`src/rtl/itcm_arbiter.sv`:
```
// itcm_arbiter: shares the ITCM port between fetch and data/loader, data wins by default.
// Define ITCM_ARB_STARVE_EN to force a fetch grant after MAX_WAIT consecutive denials.
module itcm_arbiter #(
    parameter int DATA_WIDTH = 32,
    parameter int MEM_BYTES  = 1024,
    parameter int MAX_WAIT   = 4
) (
    input  logic                          clk,
    input  logic                          rst_n,
    input  logic                          if_req,
    input  logic [DATA_WIDTH-1:0]         if_addr,
    output logic                          if_gnt,
    output logic                          if_rvalid,
    output logic [DATA_WIDTH-1:0]         if_rdata,
    output logic                          if_err,
    input  logic                          d_req,
    input  logic                          d_we,
    input  logic [3:0]                    d_wstrb,
    input  logic [DATA_WIDTH-1:0]         d_addr,
    input  logic [DATA_WIDTH-1:0]         d_wdata,
    output logic                          d_gnt,
    output logic                          d_rvalid,
    output logic [DATA_WIDTH-1:0]         d_rdata,
    output logic                          d_err,
    output logic                          mem_en,
    output logic                          mem_we,
    output logic [3:0]                    mem_wstrb,
    output logic [$clog2(MEM_BYTES)-3:0]  mem_addr,
    output logic [DATA_WIDTH-1:0]         mem_wdata,
    input  logic [DATA_WIDTH-1:0]         mem_rdata
);
    localparam int AW = $clog2(MEM_BYTES);

    logic d_inr, if_inr, force_if, unused_bits;
    logic rsp_valid, rsp_port, rsp_err, rsp_we;

    assign d_inr  = d_addr[DATA_WIDTH-1:AW] == '0;
    assign if_inr = if_addr[DATA_WIDTH-1:AW] == '0;

`ifdef ITCM_ARB_STARVE_EN
    localparam int CW = $clog2(MAX_WAIT + 1);
    logic [CW-1:0] wait_cnt;
    always_ff @(posedge clk or negedge rst_n)
        if (!rst_n) wait_cnt <= '0;
        else wait_cnt <= (if_req && !if_gnt) ? wait_cnt + CW'(1) : '0;
    assign force_if    = wait_cnt == CW'(MAX_WAIT);
    assign unused_bits = ^{if_addr[1:0], d_addr[1:0]};
`else
    assign force_if    = 1'b0;
    assign unused_bits = ^{if_addr[1:0], d_addr[1:0], 1'(MAX_WAIT)};
`endif

    // Grants are masked during reset so nothing leaks out while rst_n is low
    assign d_gnt  = rst_n && d_req && !(force_if && if_req);
    assign if_gnt = rst_n && if_req && !d_gnt;

    assign mem_en    = (d_gnt && d_inr) || (if_gnt && if_inr);
    assign mem_we    = d_gnt && d_inr && d_we;
    assign mem_wstrb = mem_we ? d_wstrb : '0;
    assign mem_wdata = d_gnt ? d_wdata : '0;
    assign mem_addr  = d_gnt ? d_addr[AW-1:2] : if_gnt ? if_addr[AW-1:2] : '0;

    always_ff @(posedge clk or negedge rst_n)
        if (!rst_n) begin
            rsp_valid <= 1'b0;
            rsp_port  <= 1'b0;
            rsp_err   <= 1'b0;
            rsp_we    <= 1'b0;
        end else begin
            rsp_valid <= d_gnt || if_gnt;
            rsp_port  <= d_gnt;
            rsp_err   <= d_gnt ? !d_inr : !if_inr;
            rsp_we    <= d_gnt && d_we;
        end

    assign if_rvalid = rsp_valid && !rsp_port;
    assign if_err    = if_rvalid && rsp_err;
    assign if_rdata  = (if_rvalid && !rsp_err) ? mem_rdata : '0;
    assign d_rvalid  = rsp_valid && rsp_port;
    assign d_err     = d_rvalid && rsp_err;
    assign d_rdata   = (d_rvalid && !rsp_err && !rsp_we) ? mem_rdata : '0;
endmodule

```
`config.mk`:
```
export PLATFORM = sky130hd
export DESIGN_NAME = itcm_arbiter
export DESIGN_NICKNAME = d
export VERILOG_FILES = /design/src/rtl/itcm_arbiter.sv
export SDC_FILE = /design/constraint.sdc
export NUM_CORES = 1
export LEC_CHECK = 0
export BUFFER_PORTS_ARGS = -buffer_cell sky130_fd_sc_hd__buf_2
export CORE_AREA = 2 2 99 101
export CTS_CLUSTER_DIAMETER = 50
export DETAILED_ROUTE_END_ITERATION = 8
export DIE_AREA = 0 0 101 103
export GPL_ROUTABILITY_DRIVEN = 0
export GPL_TIMING_DRIVEN = 0
export SLEW_MARGIN = 20
export SYNTH_ARGS = -nofsm -noshare
export SYNTH_HDL_FRONTEND = slang
export SYNTH_SLANG_ARGS = --single-unit
```
`constraint.sdc`:
```
create_clock -name clk -period 1.7 [get_ports clk]
set_input_delay 0.085 -clock clk [delete_from_list [all_inputs] [get_ports clk]]
set_output_delay 0.085 -clock clk [all_outputs]
set_load 0.02 [all_outputs]
```
Yosys cells after proc, flatten, opt, wreduce, memory -nomap -nowiden:

Index checks and enable logic that the tools add are counted.

* muxes and demuxes: 7
* reduce and logical (&&, ||, !) cells: 24

Operator list (number)
* $mux W32: 3
* $logic_not A22 Y1: 2
* $mux W8: 2
* $logic_and A1 B1 Y1: 14
* $logic_not A1 Y1: 6
* $mux W4: 1
* $logic_or A1 B1 Y1: 2
* $mux W1: 1

* output and inout port bits: 116
* bits in registers: 4
* input bits: 137
* logic and storage cells: 35

Depth between registers and ports, before layout:

* depth after elaboration: 5
* depth in mapped cells: 4
* mapped depth without buffers: 4

Least setup slack after synthesis:

OpenSTA, ideal clock, no wires.

* path kind: reg2out
* start: register rsp_port
* end: output if_rdata[0]
* data arrival time: 1.231 ns
* path slack: 0.384 ns
* data required time: 1.615 ns
* stages on the path, launching flop included: 5
* path buffers: 1
* path through: dfrtp_1 > nor2b_2 > and2b_1 > clkbuf_2 > and2_1

* cells in the longest elaborated chain, start to end: 4

RTL lines
* start, declared: RTL line 35 `logic rsp_valid, rsp_port, rsp_err, rsp_we;`
* start signal, assigned: RTL line 71 `rsp_port <= d_gnt;`
* $logic_not A1 Y1: RTL line 76 `assign if_rvalid = rsp_valid && !rsp_port;`
* $logic_and A1 B1 Y1: RTL line 76
* net if_rvalid: RTL line 13 `output logic if_rvalid,`
* $logic_and A1 B1 Y1: RTL line 78 `assign if_rdata = (if_rvalid && !rsp_err) ? mem_rdata : '0;`
* $mux W32: RTL line 78
* end, declared: RTL line 14 `output logic [DATA_WIDTH-1:0] if_rdata,`

The timed path passes the listed nets, and every way through them passes these cells.

Worst setup path in the final report:

* start: register rsp_port
* end: output d_rdata[3]

* cells in the longest elaborated chain, start to end: 4

RTL lines
* $logic_and A1 B1 Y1: RTL line 79 `assign d_rvalid = rsp_valid && rsp_port;`
* $logic_and A1 B1 Y1 (2 in series): RTL line 81 `assign d_rdata = (d_rvalid && !rsp_err && !rsp_we) ? mem_rdata : '0;`
* $mux W32: RTL line 81
* end, declared: RTL line 23 `output logic [DATA_WIDTH-1:0] d_rdata,`

No other way between the ends.

==> results.tsv <==
stage	metric	value	unit
clock_network	clk slew on worst S/H paths	0.03	ns
synth	Distinct cells, synth	26	
min_path	hold_sp	if_req	
setup_path	Critical Path Sink Type	output pin	
detailed_routing	DRT antenna net count	0	
synth	Area contributors post-synth	and2_1 37%, and3_1 19%, dfrtp_1 8.9%	
sta	Slew headroom	79.1	%
cells_and_area	# fillers	1041	
cells_and_area	Final nets	553	
setup_path	Critical Path AT	1.53	ns
global_route	largest net degree at the start of global routing	12	
synth	largest family of logic cells by synthesized area	simple AND/OR/NAND/NOR gates	
sta	Setup-failing EPs final	0	
cells_and_area	most frequent cells in the layout	250 x buf_2, 66 x and2_1, 34 x and3_1, 8 x a22o_1	
global_route	grt ovf	0	
global_route	vias in the first global route	1767	
setup_path	Crit path required time	1.62	ns
detailed_routing	final WL	5900	µm
cells_and_area	Final Instance Area	2580	µm²
setup_path	CP Launch Point	rsp_port	
detailed_routing	Avg WL per Cell	11.2	µm
floorplan	Initial Util	11.9	%
synth	Mapped Cells	161	
clock_network	CTS tree	yes	
run	max_cap viols	0	
synth	sequential share of the synthesized area	8.93	%
detailed_routing	Vias	2124	
run_status	status	complete, no violations	
clock_network	cts bufs inserted	3	
placed_design	placed standard-cell area	2500	µm²
synth	Mapped Area	1120	µm²
synth	area leader, netlist	and2_1	
placed_design	Post-DP HPWL	5380	µm
synth	Synth Area per Inst	6.96	µm²
detailed_routing	detailed-route vias per instance	4.02	
synth	simple-gate share of the synthesized area	75.0	%
setup_path	top cell family by delay on the critical path	simple AND/OR/NAND/NOR gates	
setup_path	worst path bufs/invs	3	
floorplan	Die Ht	103	µm
setup_path	crit path kind	flop to output pin	
sta	Fin. Hold Viols	0	
floorplan	Core Rows	36	
synth	post-synthesis adder-cell area fraction	0	%
synth	Synth Register Bits	4	
cells_and_area	synth-to-layout area growth	130	%
clock_network	H-tree Lvls	1	
floorplan	I/O pin total	253	
floorplan	Die X	101	µm
setup_path	Max Fanout on Critical Path	10	
synth	Post-synth ARST share	100	%
clock_network	clock sinks	4	
setup_path	slowest cell delay on critical path	0.38	ns
sta	unrepaired setup endpoints after global routing	no	
setup_path	Slowest cell on crit path	dfrtp_1	
synth	XOR/XNOR share of the synthesized area	0	%
detailed_routing	DRT Pass-1 Iters	4	
cells_and_area	share of layout cells above drive strength 1	65.0	%
synth	Ys Warns	0	
global_route	initial antenna violation count	0	
sta	fmax	621	MHz
synth	EDFF count, synth	0	
pwr	VDD IR max	0.226	mV
synth	Post-synth top flop	dfrtp_1	
pwr	Lkg Pwr	1.75	nW
global_route	Total GRT Usage	9.26	%
pwr	cell area power density	255	nW/µm²
floorplan	die area	10400	µm²
clock_network	root buffer cell	clkbuf_8	
min_path	hold crit path type	input port to flop	
sta	Slew @ Worst Pin	0.313	ns
cells_and_area	most common cell after layout, fill and taps aside	buf_2	
synth	mux cell area share after synthesis	0	%
cells_and_area	ANT cells	0	
clock_network	Max clock buf depth	2	
sta	Max Slew Vio Count	0	
detailed_routing	DR iter-0 viols	25	
synth	Synth Area in Compound Gates	8.59	%
placed_design	port buffer count	248	
detailed_routing	# DRC	0	
setup_path	worst path cell trace	and2_2 -> nor3b_4 -> buf_12 -> buf_6 -> and2_1 -> buf_2	
sta	Period minus WS final	1.61	ns
sta	post-route clock period utilization	94.8	%
global_route	first-pass GRT wire length	7690	µm
synth	Synth top area share	36.8	%
sta	setup TNS	0	ns
floorplan	core area	9460	µm²
setup_path	Worst Setup Start Kind	flop	
synth	syn nets	298	
## layer usage
layer / vias up / share of wire (%) / GRT usage (%)
met2: 137 / 54 / 20.2
li1: 1067 / - / -
met3: 2 / 8.9 / 2.10
met4: 0 / 0.20 / 1.14
met5: - / 0 / 0
met1: 918 / 36 / 8.83
## where the power goes
group | internal [W] | switching [W]
clock network | 0.000151 | 0.0000456
registers | 0.0000996 | 0.00000254
logic | 0.000179 | 0.000180
## path summary, 6_finish.rpt
| path | end | cells past startpoint |
|---|---|---|
| max | d_rdata[3] | 6 |
| min | rsp_valid | 2 |
| max in group asynchronous | rsp_err | 2 |
| min in group asynchronous | rsp_valid | 2 |
## flip-flops by register name (all words and copies together) (netlist names)
name       cells
rsp_valid      1
rsp_port       1
rsp_err        1
rsp_we         1
## cell usage after synthesis, types with 2 or more instances
master	number
nor4_1	6
nor4_2	4
nor2_1	2
clkbuf_2	3
clkbuf_1	6
nor3_1	5
nand2_1	6
dfrtp_1	4
and3_1	34
and2_1	66
a22o_1	8
buf_6	3
## stage by stage
stage / utilization [%] / instances / setup WS (ns) / power, W / hold slack [ns]
after floorplan: - / 161 / 0.384 / 0.000237 / -0.211
after global placement: 26.5 / 523 / 0.242 / 0.000456 / -0.0390
after detailed placement: 26.5 / 523 / 0.222 / 0.000464 / -0.0358
after CTS: 27.2 / 528 / 0.0276 / 0.000668 / 0.165
after global routing: 27.2 / 528 / 0.0102 / 0.000705 / 0.159
final: 27.2 / 528 / 0.0890 / 0.000657 / 0.140
## cell type report
type	instances	area, µm²	area share [%]
clock buffers	3	41.3	1.60
inverters	2	7.51	0.291
multi-input cells	142	938	36.4
plain buffers	13	76.3	2.96
well taps	114	143	5.53
flip-flops and latches	4	100	3.88
repair buffers	250	1270	49.3
## cell families (layout without fill, tap and decap cells)
kind of cell	count (synthesis)	after routing
AND/OR/NAND/NOR	131	131
buffers and inverters	15	268
AO/OA/AOI/OAI	11	11
flip-flops	4	4
## repair_timing
action	CTS	global route
resized for setup	0	2
hold buffers	1	0
endpoints found under the setup margin	2	28
buffers inserted	1	0
cloned	0	0
hold endpoints to repair	4	0
No activity file was read; power rests on OpenSTA's default activity.
